File: src/rtl/parking_pkg.sv
// Shared types and constants for the parking gate controller.
package parking_pkg;

    localparam int NUM_SPOTS = 4;
    localparam int FREE_W    = 3;

    typedef enum logic [1:0] {
        CLOSED  = 2'd0,
        OPENING = 2'd1,
        OPEN    = 2'd2,
        CLOSING = 2'd3
    } gate_state_t;

    function automatic logic [FREE_W-1:0] free_spots(
        input logic [NUM_SPOTS-1:0] s
    );
        logic [FREE_W-1:0] taken;
        taken = '0;
        for (int i = 0; i < NUM_SPOTS; i++)
            taken = taken + {{(FREE_W-1){1'b0}}, s[i]};
        return FREE_W'(NUM_SPOTS) - taken;
    endfunction

endpackage

File: src/rtl/gate_timer.sv
// Loadable down-counter that parks at zero and flags it.
module gate_timer #(
    parameter int W = 3
) (
    input  logic         clk,
    input  logic         rst_n,
    input  logic         load,
    input  logic [W-1:0] load_val,
    output logic         zero
);

    logic [W-1:0] count;

    always_ff @(posedge clk or negedge rst_n) begin
        if (!rst_n)
            count <= '0;
        else if (load)
            count <= load_val;
        else if (count != '0)
            count <= count - 1'b1;
    end

    assign zero = (count == '0);

endmodule

File: src/rtl/parking_gate_ctrl.sv
// Gate motor sequencer with beam safety reversal plus
// registered occupancy status and event counter.
module parking_gate_ctrl
    import parking_pkg::*;
#(
    parameter int TRAVEL_CYCLES = 50,
    parameter int HOLD_CYCLES   = 200
) (
    input  logic              clk,
    input  logic              rst_n,
    input  logic              door_open_pulse,
    input  logic [3:0]        spots,
    input  logic              beam_blocked,
    output logic              motor_open,
    output logic              motor_close,
    output logic              gate_open_led,
    output logic              full_led,
    output logic [FREE_W-1:0] free_count,
    output logic [7:0]        events
);

    localparam int MAXC = (TRAVEL_CYCLES > HOLD_CYCLES) ?
                          TRAVEL_CYCLES : HOLD_CYCLES;
    localparam int TW   = (MAXC > 1) ? $clog2(MAXC) : 1;

    localparam logic [TW-1:0] TRAVEL_LD = TW'(TRAVEL_CYCLES - 1);
    localparam logic [TW-1:0] HOLD_LD   = TW'(HOLD_CYCLES - 1);

    gate_state_t   state;
    gate_state_t   state_nxt;
    logic          load;
    logic [TW-1:0] load_val;
    logic          zero;

    gate_timer #(.W(TW)) u_timer (
        .clk      (clk),
        .rst_n    (rst_n),
        .load     (load),
        .load_val (load_val),
        .zero     (zero)
    );

    always_comb begin
        state_nxt = state;
        load      = 1'b0;
        load_val  = TRAVEL_LD;
        unique case (state)
            CLOSED: begin
                if (door_open_pulse) begin
                    state_nxt = OPENING;
                    load      = 1'b1;
                end
            end
            OPENING: begin
                if (zero) begin
                    state_nxt = OPEN;
                    load      = 1'b1;
                    load_val  = HOLD_LD;
                end
            end
            OPEN: begin
                // Activity always rearms the hold, even on the expiry edge.
                if (door_open_pulse || beam_blocked) begin
                    load     = 1'b1;
                    load_val = HOLD_LD;
                end else if (zero) begin
                    state_nxt = CLOSING;
                    load      = 1'b1;
                end
            end
            CLOSING: begin
                if (door_open_pulse || beam_blocked) begin
                    state_nxt = OPENING;
                    load      = 1'b1;
                end else if (zero) begin
                    state_nxt = CLOSED;
                end
            end
            default: state_nxt = CLOSED;
        endcase
    end

    always_ff @(posedge clk or negedge rst_n) begin
        if (!rst_n)
            state <= CLOSED;
        else
            state <= state_nxt;
    end

    assign motor_open    = (state == OPENING);
    assign motor_close   = (state == CLOSING);
    assign gate_open_led = (state == OPEN);

    always_ff @(posedge clk or negedge rst_n) begin
        if (!rst_n) begin
            free_count <= FREE_W'(NUM_SPOTS);
            full_led   <= 1'b0;
            events     <= '0;
        end else begin
            free_count <= free_spots(spots);
            full_led   <= &spots;
            if (door_open_pulse)
                events <= events + 8'd1;
        end
    end

endmodule
File: config.mk
export PLATFORM = sky130hd
export DESIGN_NAME = parking_gate_ctrl
export DESIGN_NICKNAME = d
export VERILOG_FILES = /design/src/rtl/parking_pkg.sv /design/src/rtl/gate_timer.sv /design/src/rtl/parking_gate_ctrl.sv
export SDC_FILE = /design/constraint.sdc
export NUM_CORES = 1
export LEC_CHECK = 0
export CORE_MARGIN = 1
export CORE_UTILIZATION = 54
export CTS_BUF_LIST = sky130_fd_sc_hd__clkbuf_4
export DETAILED_ROUTE_END_ITERATION = 16
export GPL_ROUTABILITY_DRIVEN = 0
export PLACE_DENSITY = 0.91
export REMOVE_ABC_BUFFERS = 1
export SYNTH_ARGS = -nofsm -noshare
export SYNTH_HDL_FRONTEND = slang
export SYNTH_HIERARCHICAL = 1
export SYNTH_SLANG_ARGS = --single-unit
File: constraint.sdc
create_clock -name clk -period 3.12 [get_ports clk]
set_input_delay 0.624 -clock clk [delete_from_list [all_inputs] [get_ports clk]]
set_output_delay 0.624 -clock clk [all_outputs]
set_load 0.02 [all_outputs]
==> flow_metrics.env, run 1 <==
export IMPL_status="completed"
export IMPL_nFillCells=177
export IMPL_cp_max_fo=13
export IMPL_critPathRequiredTime_ns=3.33
export IMPL_ctsResizeCount=0
export IMPL_cts_htree_levels=1
export IMPL_dp_slack_ns=0.655
export IMPL_drv_cap=0
export IMPL_hold_class="flop to flop"
export IMPL_hold_viol_final=0
export IMPL_port_buffers=22
export IMPL_floorplan_die_area_um2=2540
export IMPL_ys_ff_latch=22
export IMPL_fin_nets=169
export IMPL_clockBufferDepth=2
export IMPL_final_max_slew_viol_count=0
export IMPL_initial_utilization_pct=57.2
export IMPL_cts_root_buffer="clkbuf_4"
export IMPL_grt_max_degree=23
export IMPL_final_cells=178
export IMPL_grt_pass1_wl_um=4510
export IMPL_grt_pass1_vias=996
export IMPL_tightest_slew_ns=0.949
export IMPL_cellLeakagePower_nw=0.667
export IMPL_syn_to_final_growth_pct=23.5
export IMPL_clock_sinks=22
export IMPL_syn_avg_cell_area_um2=10.1
export IMPL_routed_wl_um=2460
export IMPL_design_area_um2=1560
export IMPL_synthDistinctLibCells=45
export IMPL_rsz0062_at_grt="no"
export IMPL_power_density_nw_per_um2=1040
export IMPL_fmax_ghz=0.395
export IMPL_startpoint_type="flop"
export IMPL_path_clk_slew_ns=0.13
export IMPL_cp_arrival_ns=2.74
export IMPL_overflow=0
export IMPL_drt_wirelength_per_cell_um=13.8
export IMPL_drtIter0Drc=50
export IMPL_antenna_cells=0
export IMPL_core_area_um2=2210
export IMPL_worst_slew_margin_rel_pct=36.5
export IMPL_io_pins=23
export IMPL_dp_hpwl_um=1820
export IMPL_finalCritPeriodShare_pct=81.1
export IMPL_dieHeight_um=50.4
export IMPL_fin_util_pct=70.6
export IMPL_seq_area_um2=552
export IMPL_grt_usage_pct=23.5
export IMPL_max_stage_delay_ns=0.47
export IMPL_via_per_inst=5.85
export IMPL_yosys_warnings=6
export IMPL_floorplan_rows=17
export IMPL_drive_above_1_share_pct=8.67
export IMPL_syn_inst=125
export IMPL_clk_latency_ns=0.30
export IMPL_setup_tns_final_ns=0
export IMPL_cts_tree="done"
export IMPL_place_inst=174
export IMPL_cts_hold_buf=0
export IMPL_antenna_found_initial=0
export IMPL_path_cells="inv_1, ha_1, or3b_1, nor2_1, o21ai_0, a21oi_1, nor2_1, a21oi_1, buf_4, inv_1, a221oi_1"
export IMPL_numCtsBuffers=3
export IMPL_finalSetupViolCount=0
export IMPL_syn_cell_area_um2=1260
export IMPL_ys_seq_area_share_pct=43.6
export IMPL_critPathSlowestCell="or3b_1"
export IMPL_post_route_drc_count=0
export IMPL_dieWidth_um=50.4
export IMPL_whs_ns=0.482
export IMPL_path_class="flop to flop"
export IMPL_first_pass_iters=4
export IMPL_finClkSkew_ns=0.0124
export IMPL_post_cts_buffers=0
export IMPL_vias=1041
export IMPL_placed_cell_area_um2=1510
export IMPL_finalCriticalPeriod_ns=2.53
export IMPL_postRouteAntennaNets=0
export IMPL_multi_input_area_um2=651
export IMPL_setup_ws_ns=0.590
export IMPL_p_total_mw=1.62
export IMPL_vdd_ir_drop_max_uv=654
export IMPL_critPathCaptureType="flop"
## kinds of logic after synthesis
kind of cell    synth area share [%]
simple gates                    18.3
compound gates                  14.7
flops                           43.6
buf+inv                         4.95
fa+ha+maj                       10.5
xor+xnor                        5.54
other cells                    0.594
mux                             1.78
## cell usage after synthesis
cell type / instances / area (µm²)
dfrtp_1: 21 / 526
inv_1: 10 / 37.5
ha_1: 9 / 113
nand2_1: 9 / 33.8
nor2_1: 9 / 33.8
xnor2_1: 6 / 52.6
a21oi_1: 5 / 25.0
nor3_1: 4 / 20.0
nand3_1: 3 / 15.0
nand4_1: 3 / 18.8
nor4_1: 3 / 18.8
o21ai_0: 3 / 15.0
o31ai_1: 3 / 22.5
a21boi_0: 2 / 15.0
conb_1: 2 / 7.51
o22ai_1: 2 / 12.5
or4_1: 2 / 15.0
xor2_1: 2 / 17.5
a221oi_1: 1 / 8.76
a221oi_2: 1 / 15.0
a2bb2oi_1: 1 / 8.76
a311oi_1: 1 / 8.76
a31oi_1: 1 / 6.26
and3_4: 1 / 11.3
and4_1: 1 / 8.76
and4_4: 1 / 11.3
buf_6: 1 / 11.3
clkbuf_2: 1 / 5.00
dfstp_2: 1 / 26.3
dlygate4sd1_1: 1 / 8.76
fa_1: 1 / 20.0
mux2_1: 1 / 11.3
mux2_2: 1 / 11.3
nand2b_1: 1 / 6.26
nand3_2: 1 / 10.0
nor2b_1: 1 / 6.26
nor3b_1: 1 / 7.51
o21ai_1: 1 / 5.00
o21ai_2: 1 / 8.76
o22a_1: 1 / 8.76
o311ai_0: 1 / 8.76
o31a_1: 1 / 8.76
o41ai_1: 1 / 8.76
or3_1: 1 / 6.26
or3b_1: 1 / 8.76
## cell usage in the layout (no fill, tap or decap), types with 3 or more instances in the layout
cell type        netlist  routed
clkdlybuf4s50_1        0      22
dfrtp_1               21      21
inv_1                 10      10
nand2_1                9       9
nor2_1                 9       9
ha_1                   9       9
xnor2_1                6       6
a21oi_1                5       5
nor3_1                 4       4
o21ai_0                3       3
nand3_1                3       3
nor4_1                 3       3
nand4_1                3       3
clkbuf_4               0       3
o31ai_1                3       3
## per-layer routing
metal | vias to the layer above | part of all wire [%] | GRT usage (%)
met2 | 41 | 48 | 36.7
met3 | 6 | 5.5 | 3.94
li1 | 497 | - | -
met4 | 0 | 1.4 | 9.72
met5 | - | 0 | 0
met1 | 497 | 45 | 32.5
## flip-flops by register name, summed over array words and instances (netlist names)
register / count
u_timer/count: 8
state: 2
free_count: 3
full_led: 1
events: 8
## path summary, 6_finish.rpt
check / start / endpoint / slack [ns] / depth (start not counted)
worst min register to register: events[7] / events[7] / 0.48 / 1
worst max-delay path: u_timer/count[0] / u_timer/count[5] / 0.59 / 11
worst min-delay path: events[7] / events[7] / 0.48 / 1
max in group asynchronous: rst_n / u_timer/count[3] / 1.70 / 1
worst max register to register: u_timer/count[0] / u_timer/count[5] / 0.59 / 11
min in group asynchronous: rst_n / u_timer/count[5] / 0.83 / 1
## power by group
part / switching (mW) / total (mW) / internal, mW / leakage, nW
Combinational: 0.460 / 0.865 / 0.405 / 0.371
Sequential: 0.144 / 0.546 / 0.403 / 0.267
Clock: 0.0829 / 0.213 / 0.130 / 0.0279
Total: 0.686 / 1.62 / 0.937 / 0.667
## critical path, delay by kind of cell, from the launching register on
family          cells  cell delay (ns)
compound gates      4             0.71
simple gates        3             0.69
buf+inv             3             0.40
fa+ha+maj           1             0.21
flops               1             0.44
## layout make-up
type                    instances  area share (%)
repair buffers                 24            15.1
multi-input cells              90            41.6
clock buffers                   3            1.44
well taps                      28            2.24
clock inverters                 1            1.92
inverters                      10            2.40
flip-flops and latches         22            35.3
Note: power is estimated with default switching activity, not from simulation.
==> inputs of run 2 (changes only) <==
CORE_UTILIZATION = 48   (was 54)
PLACE_DENSITY = 0.86   (was 0.91)
clock period = 2.15 ns   (was 3.12 ns; I/O delays follow)
==> flow_metrics.env, run 2 (synthesis gave the netlist of run 1 again) <==
export IMPL_status="completed"
export IMPL_placed_cell_area_um2=1630
export IMPL_grt_max_degree=23
export IMPL_postRouteAntennaNets=0
export IMPL_routed_wl_um=3280
export IMPL_fin_util_pct=69.4
export IMPL_cts_htree_levels=1
export IMPL_startpoint_type="flop"
export IMPL_seq_area_um2=552
export IMPL_drtIter0Drc=19
export IMPL_hold_viol_final=0
export IMPL_core_area_um2=2480
export IMPL_grt_usage_pct=26.6
export IMPL_via_per_inst=5.76
export IMPL_fmax_ghz=0.470
export IMPL_dieHeight_um=53.3
export IMPL_antenna_cells=0
export IMPL_syn_to_final_growth_pct=36.0
export IMPL_finalCritPeriodShare_pct=98.9
export IMPL_fin_nets=187
export IMPL_cts_root_buffer="clkbuf_4"
export IMPL_vdd_ir_drop_max_uv=1130
export IMPL_layout_commonest_cell="dfrtp_1"
export IMPL_grt_pass1_vias=1118
export IMPL_io_pins=23
export IMPL_cellLeakagePower_nw=0.769
export IMPL_drv_cap=0
export IMPL_clock_sinks=22
export IMPL_rsz0062_at_grt="yes"
export IMPL_finClkSkew_ns=0.0106
export IMPL_post_route_drc_count=0
export IMPL_design_area_um2=1720
export IMPL_final_cell_mix="21 x dfrtp_1, 19 x clkdlybuf4s50_1, 19 x buf_4"
export IMPL_tightest_slew_ns=0.600
export IMPL_finalCriticalPeriod_ns=2.13
export IMPL_dp_hpwl_um=2260
export IMPL_vias=1140
export IMPL_clk_latency_ns=0.33
export IMPL_critPathCaptureType="flop"
export IMPL_cp_max_fo=6
export IMPL_first_pass_iters=4
export IMPL_port_buffers=22
export IMPL_nFillCells=189
export IMPL_critPathRequiredTime_ns=2.36
export IMPL_hold_class="primary input to asynchronous set/reset pin"
export IMPL_path_clk_slew_ns=0.13
export IMPL_path_class="flop to flop"
export IMPL_cts_tree="done"
export IMPL_cts_hold_buf=0
export IMPL_initial_utilization_pct=51.1
export IMPL_power_density_nw_per_um2=1530
export IMPL_numCtsBuffers=3
export IMPL_cp_arrival_ns=2.33
export IMPL_clockBufferDepth=2
export IMPL_drive_above_1_share_pct=24.4
export IMPL_finalSetupViolCount=0
export IMPL_dieWidth_um=53.3
export IMPL_drt_wirelength_per_cell_um=16.6
export IMPL_whs_ns=0.427
export IMPL_floorplan_die_area_um2=2840
export IMPL_multi_input_area_um2=689
export IMPL_floorplan_rows=18
export IMPL_grt_pass1_wl_um=5110
export IMPL_antenna_found_initial=0
export IMPL_worst_slew_margin_rel_pct=59.6
export IMPL_overflow=0
export IMPL_final_max_slew_viol_count=0
export IMPL_largest_registers="events (8), u_timer/count (8), free_count (3)"
==> run 2: cell count changes in the layout (fill, tap and decap cells not counted), sizes merged <==
cell and delta:
dlymetal6s2s +1, buf +18, bufinv -1, clkdlybuf4s50 -3, clkbuf +1, dlygate4sd2 +2
==> run 2: report_power, final <==
group	switching, mW	internal (mW)	total [mW]	leakage, nW
registers	0.166	0.584	0.750	0.267
clock network	0.136	0.0857	0.222	0.0184
logic	0.868	0.798	1.67	0.483
==> run 2: final timing paths <==
path,start,to,slack [ns],cells after the start
max,u_timer/count[1],u_timer/count[4],0.02,11
min,rst_n,events[6],0.43,2
max reg2reg,u_timer/count[1],u_timer/count[4],0.02,11
min reg2reg,events[7],events[7],0.49,1
max in group asynchronous,rst_n,free_count[2],1.44,2
min in group clk,events[7],events[7],0.49,1
==> run 2: what timing repair did <==
item / in CTS / in global routing
resized for setup: 7 / 11
pin swaps: 1 / 6
endpoints found under the setup margin: 10 / 10
buffers inserted: 1 / 3
==> run 2: metal layers <==
layer  part of all wire (%)  global-route usage, %  vias to the layer above
met3                    4.8                   7.18                       10
met1                     41                   30.1                      554
met5                      0                      0                        -
li1                       -                      -                      531
met4                    2.8                   18.9                        0
met2                     51                   42.7                       45
==> run 2: cell type report <==
type                            count  area share [%]
Multi-Input combinational cell     90            40.1
Tap cell                           30            2.18
Inverter                           10            2.18
Clock buffer                        4            1.75
Timing Repair Buffer               42            21.7
Sequential cell                    22            32.1
==> run 2: metrics by stage <==
step	power, mW	cells	setup TNS [ns]	setup slack [ns]
floorplan	1.59	122	-4.44	-0.703
detailed placement	2.22	191	-0.380	-0.163
finish	2.64	198	0	0.0240
CTS	2.49	196	0	0.00340
global placement	2.13	191	0	0.00911
global route	2.79	198	-0.0877	-0.0347
==> run 2: worst max-delay path, stage by stage (launching register included) <==
cell and delay [ns]:
dfrtp_1 0.42, inv_2 0.08, ha_4 0.13, or3b_4 0.39
nor2_4 0.12, o21ai_2 0.07, a21oi_1 0.14, nor2_1 0.07
a21oi_2 0.20, inv_2 0.11, buf_6 0.13, a2bb2oi_1 0.15
==> inputs of run 3 (changes only) <==
CORE_UTILIZATION = 58   (was 48)
PLACE_DENSITY = 0.95   (was 0.86)
clock period = 2.5 ns   (was 2.15 ns; I/O delays follow)
==> flow_metrics.env, run 3 (synthesis gave the netlist of run 1 again) <==
export IMPL_critPathRequiredTime_ns=2.72
export IMPL_setup_ws_ns=-0.0591
export IMPL_floorplan_rows=16
export IMPL_antenna_cells=0
export IMPL_antenna_found_initial=0
export IMPL_tightest_slew_ns=0.636
export IMPL_design_area_um2=1640
export IMPL_fin_nets=178
export IMPL_cp_arrival_ns=2.78
export IMPL_worst_r2r_path_depth=11
export IMPL_power_density_nw_per_um2=1380
export IMPL_post_route_drc_count=0
export IMPL_violations="negative setup slack"
export IMPL_drtIter0Drc=62
export IMPL_initial_utilization_pct=63.2
export IMPL_hold_path_depth=1
export IMPL_grt_usage_pct=25.5
export IMPL_clk_latency_ns=0.31
export IMPL_grt_max_degree=23
export IMPL_placed_cell_area_um2=1520
export IMPL_io_pins=23
export IMPL_setup_tns_final_ns=-0.108
export IMPL_cts_tree="done"
export IMPL_cts_htree_levels=1
export IMPL_numCtsBuffers=3
export IMPL_routed_wl_um=3310
export IMPL_core_area_um2=2000
export IMPL_overflow=0
export IMPL_final_cell_mix="22 x clkdlybuf4s50_1, 21 x dfrtp_1, 11 x buf_4"
export IMPL_fin_util_pct=81.8
export IMPL_regToRegSetupSlack_ns=-0.06
export IMPL_finClkSkew_ns=0.0113
export IMPL_cellLeakagePower_nw=0.709
export IMPL_drv_cap=0
export IMPL_final_max_slew_viol_count=0
export IMPL_floorplan_die_area_um2=2370
export IMPL_via_per_inst=6.29
export IMPL_grt_pass1_wl_um=4630
export IMPL_p_total_mw=2.26
export IMPL_grt_pass1_vias=1060
export IMPL_path_clk_slew_ns=0.13
export IMPL_final_cells=186
export IMPL_clockBufferDepth=2
export IMPL_clock_sinks=22
export IMPL_cp_max_fo=6
export IMPL_cts_root_buffer="clkbuf_4"
export IMPL_dp_hpwl_um=1970
export IMPL_drt_wirelength_per_cell_um=17.8
export IMPL_cts_hold_buf=0
export IMPL_layout_commonest_cell="clkdlybuf4s50_1"
export IMPL_status="finished, violations left"
export IMPL_hold_class="flop to flop"
export IMPL_finalSetupViolCount=3
export IMPL_postRouteAntennaNets=0
export IMPL_dieWidth_um=48.7
export IMPL_reg2reg_to="u_timer/count[5]"
export IMPL_holdCritStartpoint="events[7]"
export IMPL_syn_to_final_growth_pct=29.4
export IMPL_startpoint_type="flop"
export IMPL_r2r_start="u_timer/count[1]"
export IMPL_first_pass_iters=4
export IMPL_largest_registers="events (8), u_timer/count (8), free_count (3)"
export IMPL_finalCritPeriodShare_pct=102
export IMPL_fmax_ghz=0.391
export IMPL_dieHeight_um=48.7
export IMPL_path_class="flop to flop"
export IMPL_worst_slew_margin_rel_pct=57.2
export IMPL_vias=1170
export IMPL_finalCriticalPeriod_ns=2.56
export IMPL_hold_path_end="events[7]"
export IMPL_hold_viol_final=0
export IMPL_place_inst=174
export IMPL_drive_above_1_share_pct=15.7
export IMPL_port_buffers=22
export IMPL_vdd_ir_drop_max_uv=966
export IMPL_critPathCaptureType="flop"
## run 3: power by group
group,switching (mW),leakage [nW],internal (mW)
Clock,0.113,0.0279,0.162
Sequential,0.189,0.267,0.502
Combinational,0.684,0.414,0.608
Total,0.985,0.709,1.27
## run 3: worst max-delay path, cell delays in order (launching register included)
cell      delay [ns]
dfrtp_1         0.45
inv_1           0.10
ha_2            0.21
or3b_4          0.42
nor2_2          0.16
o21ai_0         0.16
a21oi_1         0.20
nor2_1          0.08
a21oi_1         0.13
buf_4           0.16
inv_1           0.11
a221oi_1        0.30
## run 3: worst max-delay path by stage
stage / startpoint / end / cells past startpoint
6_report: u_timer/count[1] / u_timer/count[5] / 11
5_1_grt: u_timer/count[1] / u_timer/count[6] / 12
4_1_cts: u_timer/count[0] / u_timer/count[6] / 12
3_5_place_dp: u_timer/count[0] / u_timer/count[5] / 11
3_3_place_gp: u_timer/count[0] / u_timer/count[6] / 12
2_1_floorplan: u_timer/count[0] / u_timer/count[6] / 11
## run 3: per-layer routing
| metal | vias up | part of all wire, % | wire length (µm) | track usage (%) |
|---|---|---|---|---|
| met5 | - | 0 | 0 | 0 |
| met3 | 15 | 7.2 | 237 | 3.14 |
| met2 | 81 | 51 | 1680 | 43.5 |
| met4 | 0 | 3.5 | 116 | 12.3 |
| li1 | 517 | - | - | - |
| met1 | 557 | 39 | 1280 | 31.9 |
## run 3: area by class of cell
cell class | count | area (µm²)
multi-input cells | 90 | 658
flip-flops and latches | 22 | 552
fillers | 106 | 365
repair buffers | 33 | 303
inverters | 10 | 37.5
well taps | 27 | 33.8
clock inverters | 1 | 30.0
clock buffers | 3 | 22.5
## run 3: metrics by stage
step / worst slack (ns) / hold WS, ns
after floorplan: -0.353 / 0.204
after global placement: 0.148 / 0.459
after detailed placement: -0.00471 / 0.482
after CTS: 0.0330 / 0.504
after global routing: -0.165 / 0.506
final: -0.0591 / 0.498
## run 3: what timing repair did
action                                  in CTS  in global routing
resized for setup                            1                  3
pin swaps                                    0                  2
endpoints found under the hold margin        0                  0
buffers inserted                             0                  8
endpoints found under the setup margin       2                  4
==> patch 1: new RTL, config.mk and constraints of run 1 <==
Change the parameter `HOLD_CYCLES` from 200 to 400.
--- a/src/rtl/parking_gate_ctrl.sv
+++ b/src/rtl/parking_gate_ctrl.sv
@@ -5,5 +5,5 @@
 #(
     parameter int TRAVEL_CYCLES = 50,
-    parameter int HOLD_CYCLES   = 200
+    parameter int HOLD_CYCLES   = 400
 ) (
     input  logic              clk,
Behaviour: same outputs for any inputs over 10 cycles, from zero or initial values and one cycle with rst_n low; that may be too few to reach the edited logic, so the function may still have changed.
==> patch 1 against run 1 <==
- routed wire length is 7.5% higher
- global-route usage is 0.29 points lower
- area after synthesis grew 4.5%
- design area is 3.3% higher
- sequential cell count up 1
- first-iteration DRC count is 16% lower
- total power is 2.4% lower
- setup slack lost 380 ps
- largest power group unchanged
==> patch 1: results (changes against run 1) <==
* Outcome: finished, final reports clean (unchanged)
* Clock Skew at 3.45 ps (was 12.4 ps)
* Placed instance area at 1580 um^2 (was 1510 um^2)
* Share of post-route cells with drive strength above 1 at 11.7% (was 8.67%)
* Slowest-stage cell, CP: or4b_1 (was or3b_1)
* Root Buffer: clkbuf_4 (unchanged)
* HPWL after DPL at 2.04 mm (was 1.82 mm)
* IO buf count at 22 (unchanged)
* FFs w/ async S/R, synth at 100% (unchanged)
* Arr. time, crit path at 3120 ps (was 2740 ps)
* Total GRT Usage at 23.3% (was 23.5%)
* Synth top area cells: dfrtp_1, ha_1, xnor2_1, inv_1, a221oi_2 (was dfrtp_1, ha_1, xnor2_1, inv_1, nand2_1)
* Leak at 0.698 nW (was 0.667 nW)
* Reg2reg setup slack at 210 ps (was 590 ps)
* Vias in the first global route at 1083 (was 996)
* Drt total wl at 2.65 mm (was 2.46 mm)
* Worst path max stage delay at 590 ps (was 470 ps)
* Commonest cells post-synth: dfrtp_1, inv_1, ha_1 (was dfrtp_1, inv_1, ha_1, nand2_1, nor2_1)
* Largest net degree at the start of global routing at 24 (was 23)
* Sink of the worst hold path: events[7]$_DFFE_PN0P_ (unchanged)
* Biggest regs: u_timer/count x9, events x8, free_count x3 (was events x8, u_timer/count x8, free_count x3)
* DR vias/cell at 5.94 (was 5.85)
* R2R depth at 12 (was 11)
* Max VDD drop at 0.706 mV (was 0.654 mV)
* Reg2reg start: u_timer/count[0]$_DFFE_PN0P_ (unchanged)
* Critical Path Fanout Max at 15 (was 13)
* Iter 0 DRT Violations at 42 (was 50)
* First-pass GRT wire length at 4.55 mm (was 4.51 mm)
patch 1: cell count changes after synthesis, sizes merged, moves of 2 or more:
cell	change
a21oi	-3
nand3	-2
xnor2	+2
or2	+2
a311oi	+2
inv	+2
patch 1: final cells by class:
| class | instances | share of cell area (%) |
|---|---|---|
| Multi-Input combinational cell | 89 | 41.9 |
| Sequential cell | 23 | 35.7 |
| Timing Repair Buffer | 26 | 15.5 |
| Inverter | 12 | 2.79 |
| Tap cell | 28 | 2.17 |
| Clock buffer | 3 | 1.40 |
| Clock inverter | 1 | 0.465 |
patch 1: where the power goes:
part	total [mW]	switching [mW]	internal, mW
combinational	0.888	0.465	0.423
sequential	0.556	0.138	0.418
clock	0.140	0.0917	0.0488
patch 1: worst max-delay path by stage:
| stage | startpoint | to | slack (ps) | depth (start not counted) |
|---|---|---|---|---|
| after floorplan | u_timer/count[0]$_DFFE_PN0P_ | u_timer/count[7]$_DFFE_PN0P_ | -260 | 12 |
| after global placement | u_timer/count[0]$_DFFE_PN0P_ | u_timer/count[7]$_DFFE_PN0P_ | 390 | 12 |
| after detailed placement | u_timer/count[0]$_DFFE_PN0P_ | u_timer/count[7]$_DFFE_PN0P_ | 270 | 12 |
| after CTS | u_timer/count[0]$_DFFE_PN0P_ | u_timer/count[7]$_DFFE_PN0P_ | 250 | 12 |
| after global routing | u_timer/count[0]$_DFFE_PN0P_ | u_timer/count[7]$_DFFE_PN0P_ | 20 | 12 |
| final | u_timer/count[0]$_DFFE_PN0P_ | u_timer/count[7]$_DFFE_PN0P_ | 210 | 12 |
patch 1: metal layers:
metal / wire [um] / track usage, % / up-vias / part of all wire [%]
met5: 0 / 0 / - / 0
met4: 82 / 10.8 / 0 / 3.1
met3: 130 / 2.92 / 12 / 4.9
met2: 1370 / 40.0 / 48 / 52
met1: 1060 / 28.9 / 515 / 40
li1: - / - / 506 / -
patch 1: logic make-up after synthesis:
family          after synthesis  share of synthesized area [%]
flops                        23                           43.6
xor+xnor                     10                           6.62
simple gates                 41                           17.9
compound gates               24                           14.4
other cells                   2                          0.568
mux                           2                           1.70
fa+ha+maj                    10                           10.0
buf+inv                      16                           5.20
patch 1: metrics by stage:
stage / total power, mW / hold WS [ps] / setup slack (ps) / utilization [%] / instances
global route: 1.71 / 506 / 16.6 / 71.6 / 182
CTS: 1.58 / 487 / 250 / 71.6 / 182
detailed placement: 1.44 / 469 / 273 / 70.3 / 178
floorplan: 1.13 / 328 / -259 / - / 124
finish: 1.58 / 482 / 212 / 71.6 / 182
global placement: 1.40 / 464 / 393 / 70.3 / 178
==> patch 2: new RTL, settings of run 1 <==
Made on the original files. Register the output `gate_open_led`, with the module's reset; this adds one clock of latency there. The other outputs are not delayed to match.
--- a/src/rtl/parking_gate_ctrl.sv
+++ b/src/rtl/parking_gate_ctrl.sv
@@ -90,5 +90,11 @@
     assign motor_open    = (state == OPENING);
     assign motor_close   = (state == CLOSING);
-    assign gate_open_led = (state == OPEN);
+    always_ff @(posedge clk or negedge rst_n) begin
+        if (!rst_n) begin
+            gate_open_led <= '0;
+        end else begin
+            gate_open_led <= (state == OPEN);
+        end
+    end
 
     always_ff @(posedge clk or negedge rst_n) begin
Behaviour: no difference found for any inputs over 10 cycles, from zero or initial values and one cycle with rst_n low; that may be too few to reach the edited logic, so the function may still have changed.
==> patch 2 against run 1 <==
- design area is 0.16% lower
- die area grew 0.86%
- critical endpoint is now u_timer/count[6]$_DFFE_PN0P_
- routed wire length up 12%
- sequential cell count is 1 higher
- critical path type unchanged
- sequential power rose by 5.5%
- core utilization down 0.11 points
- total power shrank 2.0%
- area after synthesis rose by 0.89%
- non-clock buffer count up 1
- setup slack got worse by 27 ps
- via count grew 2.9%
==> patch 2: results (changes against run 1) <==
* Outcome: finished, final reports clean (unchanged)
* CTS resizes at 0 (unchanged)
* Dpl cells at 179 (was 174)
* Slowest-stage cell, CP: or3b_1 (unchanged)
* Root Buffer: clkbuf_4 (unchanged)
* FFs w/ async S/R, synth at 100% (unchanged)
* Arr. time, crit path at 2770 ps (was 2740 ps)
* Top FF cell, synth: dfrtp_1 (unchanged)
* DR vias/cell at 5.85 (about the same)
* Max clock buf depth at 2 (unchanged)
* Worst path max stage delay at 470 ps (about the same)
* Synth unique cells at 41 (was 45)
* Drt total wl at 2.76 mm (was 2.46 mm)
* Via count at 1071 (was 1041)
* Initial antenna violation count at 0 (unchanged)
* Pre-antenna DRT Iters at 4 (unchanged)
* Vias in the first global route at 1164 (was 996)
* Biggest regs: events x8, u_timer/count x8, free_count x3 (unchanged)
* Synth top area cells: dfrtp_1, ha_1, nand2_1, nor2_1, inv_1 (was dfrtp_1, ha_1, xnor2_1, inv_1, nand2_1)
* Clk_lat worst skew at 320 ps (was 300 ps)
* Warnings, synthesis at 6 (unchanged)
* TritonCTS Buffers at 3 (unchanged)
* Nets at 174 (was 169)
* Largest net degree at the start of global routing at 24 (was 23)
* Hold crit path type: flip-flop to flip-flop (unchanged)
* First-pass GRT wire length at 4.86 mm (was 4.51 mm)
* Clock Skew at 1.76 ps (was 12.4 ps)
* Critical Path Fanout Max at 13 (unchanged)
* Max VDD drop at 0.699 mV (was 0.654 mV)
* Iter 0 DRT Violations at 33 (was 50)
* Commonest cells post-synth: dfrtp_1, nand2_1, nor2_1 (was dfrtp_1, inv_1, ha_1, nand2_1, nor2_1)
* Total GRT Usage at 25.5% (was 23.5%)
* HPWL after DPL at 2.14 mm (was 1.82 mm)
* ANT nets after route at 0 (unchanged)
* Setup repair bufs after CTS at 0 (unchanged)
* Worst slew pin tran at 515 ps (was 949 ps)
* Share of post-route cells with drive strength above 1 at 5.81% (was 8.67%)
* H-tree levels at 1 (unchanged)
* IO buf count at 22 (unchanged)
* Clk pin slew, worst setup/hold paths at 130 ps (about the same)
* Antenna fix cells at 0 (unchanged)
* Syn Inst Count at 129 (was 125)
* Seq/Total Area, Yosys at 45.2% (was 43.6%)
* Leak at 0.684 nW (was 0.667 nW)
[patch 2: cell types whose count changed after synthesis, moves of 2 or more]
cell     before  now
nand2_1       9   11
nor2_1        9   11
xnor2_1       6    4
xor2_1        2    4
[patch 2: worst max-delay path: cells and delay by family, from the launching register on]
kind	cells	cell delay [ps]
compound gates	4	550
simple gates	4	810
buf+inv	3	410
fa+ha+maj	1	220
flops	1	450
[patch 2: kinds of logic (layout without fill, tap and decap cells)]
kind of cell / count (synthesis) / after routing / synth area share [%]
simple gates: 45 / 45 / 17.6
compound gates: 26 / 26 / 14.3
flops: 23 / 23 / 45.2
buf+inv: 13 / 39 / 4.61
fa+ha+maj: 10 / 10 / 10.4
xor+xnor: 8 / 8 / 5.49
other cells: 2 / 2 / 0.588
mux: 2 / 2 / 1.76
[patch 2: per-stage QoR]
stage	hold slack (ps)	setup slack (ps)	area (um^2)
floorplan	328	318	1250
global placement	457	785	1530
detailed placement	466	580	1530
CTS	483	561	1560
global route	525	326	1560
finish	482	563	1560
[patch 2: final timing paths]
check / startpoint / end / slack [ps] / cells after the start
setup / recovery: u_timer/count[0]$_DFFE_PN0P_ / u_timer/count[6]$_DFFE_PN0P_ / 560 / 12
hold / removal: events[7]$_DFFE_PN0P_ / events[7]$_DFFE_PN0P_ / 480 / 1
setup reg to reg: u_timer/count[0]$_DFFE_PN0P_ / u_timer/count[6]$_DFFE_PN0P_ / 560 / 12
hold reg to reg: events[7]$_DFFE_PN0P_ / events[7]$_DFFE_PN0P_ / 480 / 1
max in group asynchronous: rst_n / free_count[2]$_DFF_PN1_ / 2210 / 2
min in group asynchronous: rst_n / events[7]$_DFFE_PN0P_ / 640 / 2
[patch 2: power by group]
part	leakage (nW)	internal (mW)	switching (mW)	total [mW]
combinational	0.386	0.401	0.472	0.873
clock	0.0177	0.0482	0.0949	0.143
sequential	0.280	0.423	0.153	0.576
[patch 2: final cells by class]
| class | count | area [um^2] |
|---|---|---|
| tap | 28 | 35.0 |
| inverter | 10 | 37.5 |
| clock inverter | 1 | 5.00 |
| fill | 157 | 652 |
| clock buffer | 3 | 22.5 |
| sequential | 23 | 577 |
| multi-input combinational | 93 | 641 |
| timing repair buffer | 25 | 243 |
[patch 2: per-layer routing]
layer	track usage [%]	wire [um]
met3	4.24	139
met5	0	0
met2	45.1	1410
met4	14.8	85
met1	28.7	1130
